File: config.mk
export PLATFORM = sky130hd
export DESIGN_NAME = vc_out_arbiter_6to1_flat
export DESIGN_NICKNAME = d
export VERILOG_FILES = /design/src/rtl/vc_out_arbiter_6to1_if.sv /design/src/rtl/vc_out_arbiter_6to1.sv /design/src/flat_wrapper.sv
export SDC_FILE = /design/constraint.sdc
export NUM_CORES = 1
export LEC_CHECK = 0
export CORE_UTILIZATION = 40
export DETAILED_ROUTE_END_ITERATION = 7
export HOLD_SLACK_MARGIN = 0.03
export PLACE_DENSITY = 0.66
export SYNTH_ARGS = -nofsm -noshare
export SYNTH_HDL_FRONTEND = slang
export SYNTH_SLANG_ARGS = --single-unit
export TNS_END_PERCENT = 50
File: constraint.sdc
create_clock -name clk -period 3.93 [get_ports clk]
set_input_delay 1.179 -clock clk [delete_from_list [all_inputs] [get_ports clk]]
set_output_delay 1.179 -clock clk [all_outputs]
set_load 0.02 [all_outputs]
File: src/rtl/vc_out_arbiter_6to1_if.sv
// Handshake bundle between the six VC FIFOs of an output port and its VC arbiter.
// master = FIFO/mux side that drives requests, slave = the arbiter.
interface vc_out_arbiter_6to1_if #(
    parameter int CW = 4
);
    logic [5:0]    req;
    logic [5:0]    tail;
    logic          credit_in;
    logic [5:0]    mux_sel;
    logic [5:0]    pop;
    logic          flit_sent;
    logic [CW-1:0] credit_cnt;
    logic          busy;
    logic          credit_err;

    modport master (
        output req, tail, credit_in,
        input  mux_sel, pop, flit_sent, credit_cnt, busy, credit_err
    );

    modport slave (
        input  req, tail, credit_in,
        output mux_sel, pop, flit_sent, credit_cnt, busy, credit_err
    );
endinterface

File: src/rtl/vc_out_arbiter_6to1.sv
// Round-robin 6-VC output arbiter with downstream credit tracking.
// Define ARB_PKT_LOCK_EN for wormhole packet lock; default is flit-level interleave.
module vc_out_arbiter_6to1 #(
    parameter int CREDITS = 4,
    parameter int CW      = 4
) (
    input  logic                    clk,
    input  logic                    rst,
    vc_out_arbiter_6to1_if.slave    io_vc
);
    typedef enum logic {IDLE, BUSY} state_t;

    state_t        r_state;
    logic [5:0]    r_mux_sel;
    logic [2:0]    r_ptr;
    logic [CW-1:0] r_credit_cnt;
    logic          r_credit_err;

    logic          w_req_g;
    logic          w_tail_g;
    logic          w_send;
    logic          w_rearb;
    logic          w_found;
    logic [2:0]    w_win;
    logic [2:0]    w_scan;
    logic [5:0]    w_win_oh;
    logic [2:0]    w_ptr_nxt;
    logic          w_cnt_full;

    assign w_req_g    = |(io_vc.req & r_mux_sel);
    assign w_tail_g   = |(io_vc.tail & r_mux_sel);
    assign w_cnt_full = (r_credit_cnt == CW'(CREDITS));
    assign w_send     = (r_state == BUSY) && w_req_g && (r_credit_cnt != '0);

`ifdef ARB_PKT_LOCK_EN
    // Grant is held across the whole packet, even if the head VC runs dry mid-packet.
    assign w_rearb = (r_state == IDLE) || (w_send && w_tail_g);
`else
    assign w_rearb = (r_state == IDLE) || w_send || !w_req_g;
`endif

    // First requester in scan order starting at r_ptr, wrapping 5 -> 0.
    always_comb begin
        w_found = 1'b0;
        w_win   = 3'd0;
        w_scan  = 3'd0;
        for (int k = 0; k < 6; k++) begin
            w_scan = 3'((int'(r_ptr) + k) % 6);
            if (!w_found && io_vc.req[w_scan]) begin
                w_found = 1'b1;
                w_win   = w_scan;
            end
        end
    end

    assign w_win_oh  = 6'b000001 << w_win;
    assign w_ptr_nxt = (w_win == 3'd5) ? 3'd0 : w_win + 3'd1;

    always_ff @(posedge clk or posedge rst) begin
        if (rst) begin
            r_state      <= IDLE;
            r_mux_sel    <= '0;
            r_ptr        <= '0;
            r_credit_cnt <= CW'(CREDITS);
            r_credit_err <= 1'b0;
        end else begin
            if (w_rearb) begin
                if (w_found) begin
                    r_state   <= BUSY;
                    r_mux_sel <= w_win_oh;
                    r_ptr     <= w_ptr_nxt;
                end else begin
                    r_state   <= IDLE;
                    r_mux_sel <= '0;
                end
            end

            // A send and a returned credit in the same cycle cancel out.
            if (w_send && !io_vc.credit_in) begin
                r_credit_cnt <= r_credit_cnt - 1'b1;
            end else if (io_vc.credit_in && !w_send) begin
                if (w_cnt_full) r_credit_err <= 1'b1;
                else            r_credit_cnt <= r_credit_cnt + 1'b1;
            end
        end
    end

    assign io_vc.mux_sel    = r_mux_sel;
    assign io_vc.pop        = w_send ? r_mux_sel : 6'b0;
    assign io_vc.flit_sent  = w_send;
    assign io_vc.credit_cnt = r_credit_cnt;
    assign io_vc.busy       = (r_state == BUSY);
    assign io_vc.credit_err = r_credit_err;
endmodule

File: src/flat_wrapper.sv
// flat-port wrapper written by rule: the top's interface ports become plain ports
module vc_out_arbiter_6to1_flat 
#(
    parameter int CREDITS = 4,
    parameter int CW      = 4
)
  (clk, rst, io_vc_req, io_vc_tail, io_vc_credit_in, io_vc_mux_sel, io_vc_pop, io_vc_flit_sent, io_vc_credit_cnt, io_vc_busy, io_vc_credit_err);
  vc_out_arbiter_6to1_if #(.CW(CW)) io_vc_i ();
  input  logic clk;
  input  logic rst;
  input wire logic [$bits(io_vc_i.req)-1:0] io_vc_req;
  input wire logic [$bits(io_vc_i.tail)-1:0] io_vc_tail;
  input wire logic [$bits(io_vc_i.credit_in)-1:0] io_vc_credit_in;
  output wire logic [$bits(io_vc_i.mux_sel)-1:0] io_vc_mux_sel;
  output wire logic [$bits(io_vc_i.pop)-1:0] io_vc_pop;
  output wire logic [$bits(io_vc_i.flit_sent)-1:0] io_vc_flit_sent;
  output wire logic [$bits(io_vc_i.credit_cnt)-1:0] io_vc_credit_cnt;
  output wire logic [$bits(io_vc_i.busy)-1:0] io_vc_busy;
  output wire logic [$bits(io_vc_i.credit_err)-1:0] io_vc_credit_err;
  assign io_vc_i.req = io_vc_req;
  assign io_vc_i.tail = io_vc_tail;
  assign io_vc_i.credit_in = io_vc_credit_in;
  assign io_vc_mux_sel = io_vc_i.mux_sel;
  assign io_vc_pop = io_vc_i.pop;
  assign io_vc_flit_sent = io_vc_i.flit_sent;
  assign io_vc_credit_cnt = io_vc_i.credit_cnt;
  assign io_vc_busy = io_vc_i.busy;
  assign io_vc_credit_err = io_vc_i.credit_err;
  vc_out_arbiter_6to1 #(.CREDITS(CREDITS), .CW(CW)) u_core (.clk(clk), .rst(rst), .io_vc(io_vc_i));
endmodule
==> results.sh <==
export IMPL_synth_top_flop_cell="dfrtp_1"
export IMPL_setup_viol=0
export IMPL_syn_nets=262
export IMPL_grt_pass1_wl_mm=7.948
export IMPL_critPathKind="input port to output pin"
export IMPL_maxClockFrequency_mhz=257.6
export IMPL_cts_setup_buffers=0
export IMPL_worst_pin_slew_ns=0.5598
export IMPL_drc=0
export IMPL_grt_max_degree=19
export IMPL_regArea_sq_um=376.6
export IMPL_cp_end_kind="output pin"
export IMPL_crit_path_top_delay_cell="clkdlybuf4s50_1"
export IMPL_hold_viol=0
export IMPL_grt_overflow_total=0
export IMPL_final_cell_mix="34 x buf_4, 22 x nand2_1, 19 x inv_1, 19 x clkdlybuf4s50_1, 18 x ha_1"
export IMPL_core_area_sq_um=4504
export IMPL_met1_length_mm=2.385
export IMPL_clockRootBuffer="clkbuf_8"
export IMPL_netlist_area_sq_um=1938
export IMPL_slew_violations=0
export IMPL_drt_iter0_drc=106
export IMPL_nFillCells=431
export IMPL_viasPerCell=5.534
export IMPL_min_from="u_core.io_vc.credit_err$_DFFE_PP0P_"
export IMPL_clkLatencyLatePin_ns=0.25
export IMPL_numCtsBuffers=3
export IMPL_setup_tns_ns=0
export IMPL_cts_buffer_depth=2
export IMPL_required_ns=2.75
export IMPL_h_tree_depth=1
export IMPL_crit_fanout=8
export IMPL_layout_area_overhead_vs_synth_pct=34.80
export IMPL_ys_ff_latch=15
export IMPL_multi_input_area_sq_um=1524
export IMPL_async_flop_share=1.000
export IMPL_worst_path_buf_inv=3
export IMPL_seq_area_frac_synth=0.1943
export IMPL_max_cap_violations=0
export IMPL_postPlaceCellArea_sq_um=2496
export IMPL_postCtsHoldBufs=0
export IMPL_grt_use_total=0.1933
export IMPL_fin_crit_ns=3.883
export IMPL_die_h_um=71.61
export IMPL_skew_ns=0.004104
export IMPL_dp_hpwl_mm=3.958
export IMPL_yosysUniqueCellTypes=65
export IMPL_start_util=0.4303
export IMPL_hold_class="register to register"
export IMPL_grt_pass1_vias=1759
export IMPL_ant_nets=0
export IMPL_drive_gt1_frac=0.2334
export IMPL_clock_sinks=15
export IMPL_num_rows=24
export IMPL_wl_met3_um=151
export IMPL_gp_congestion=0.9565
export IMPL_synth_edf_count=0
export IMPL_slew_limit_headroom=0.6264
export IMPL_portBuffers=27
export IMPL_status="complete, no violations"
export IMPL_n_antenna_cell=0
export IMPL_syn_instance_count=228
export IMPL_path_clk_slew_ns=0.06
export IMPL_dr_pass1_iters=4
export IMPL_fp_dieW_um=71.61
export IMPL_die_area_sq_um=5127
export IMPL_synth_warnings=0
export IMPL_r2r_slack_ns=0.18
export IMPL_syn_avg_cell_area_sq_um=8.500
export IMPL_post_drt_wl_per_cell_um=14.30
export IMPL_cts_tree="built"
export IMPL_final_common_cell="buf_4"
export IMPL_reg2reg_from="u_core.r_ptr[0]$_DFFE_PP0P_"
export IMPL_start_kind="input port"
export IMPL_cpPeakStageDelay_ns=0.45
export IMPL_worstPathCellList="clkdlybuf4s50_1, a22oi_2, nand3_2, nand2_1, nor2_1, buf_4, and2_1, clkdlybuf4s15_1"
export IMPL_wl_mm=4.847
export IMPL_cp_top_family="buffers and inverters"
export IMPL_final_area_sq_um=2613
export IMPL_antenna_found_initial=0
export IMPL_cp_arrival_ns=2.70
export IMPL_met2_length_mm=2.297
export IMPL_nNetsFinal=322
export IMPL_top_layer="met4"
export IMPL_min_period_over_period=0.9880
export IMPL_vias=1876
export IMPL_rsz0062_at_grt="true"
export IMPL_cp_startpoint="io_vc_req[0]"
export IMPL_io_pin_count=34
metal layers:
| metal | up-vias | GRT usage |
|---|---|---|
| li1 | 965 | - |
| met1 | 883 | 0.2632 |
| met2 | 26 | 0.3323 |
| met3 | 2 | 0.02672 |
| met4 | 0 | 0.03050 |
| met5 | - | 0 |
sequential cells by signal (all words and copies together) (netlist names):
| name | flops |
|---|---|
| u_core.io_vc.mux_sel | 6 |
| u_core.io_vc.credit_err | 1 |
| u_core.io_vc.busy | 1 |
| u_core.io_vc.credit_cnt | 4 |
| u_core.r_ptr | 3 |
metrics by stage:
step	setup slack [ns]	hold slack, ns	utilization	cells
3_3_place_gp	-0.3186	0.4400	0.5542	335
2_1_floorplan	0.2727	0.5284	-	228
3_5_place_dp	-0.3197	0.4443	0.5542	335
6_report	0.04733	0.4521	0.5800	339
5_1_grt	-0.03287	0.4686	0.5800	339
4_1_cts	0.01157	0.4572	0.5642	339
Yosys cell counts (6+ instances only):
| library cell | n | area, sq um |
|---|---|---|
| ha_1 | 18 | 225.2 |
| a21oi_1 | 6 | 30.03 |
| inv_1 | 19 | 71.32 |
| mux2i_1 | 10 | 100.1 |
| nand2_1 | 22 | 82.58 |
| a211oi_1 | 6 | 45.04 |
| and2_1 | 7 | 43.79 |
| nor2_1 | 13 | 48.80 |
| o21ai_0 | 10 | 50.05 |
| dfrtp_1 | 14 | 350.3 |
worst paths after layout:
path | to | depth (start not counted)
max | io_vc_pop[0] | 8
min | u_core.io_vc.credit_err$_DFFE_PP0P_ | 1
max reg2reg | u_core.r_ptr[1]$_DFFE_PP0P_ | 15
min reg2reg | u_core.io_vc.credit_err$_DFFE_PP0P_ | 1
max in group asynchronous | u_core.io_vc.credit_cnt[2]$_DFFE_PP1P_ | 2
min in group asynchronous | u_core.r_ptr[0]$_DFFE_PP0P_ | 2
repair_timing:
action                     4_1_cts  5_1_grt
pin swaps                        0        4
setup endpoints to repair        8        7
resized for setup                9       19
area by class of cell:
class / count / area share
multi-input combinational: 187 / 0.5833
timing repair buffer: 61 / 0.2016
sequential: 15 / 0.1442
inverter: 20 / 0.02874
tap: 52 / 0.02490
clock buffer: 4 / 0.01724
logic make-up after synthesis:
logic type | Yosys count | synth area share
simple gates | 82 | 0.2266
mux | 15 | 0.08263
buf+inv | 26 | 0.05552
fa+ha+maj | 19 | 0.1265
compound gates | 63 | 0.2686
xor+xnor | 8 | 0.04584
flops | 15 | 0.1943
Power is left out: the tool's default activity adds up to more than one toggle a clock period on the data nets, which glitch-free logic cannot reach.
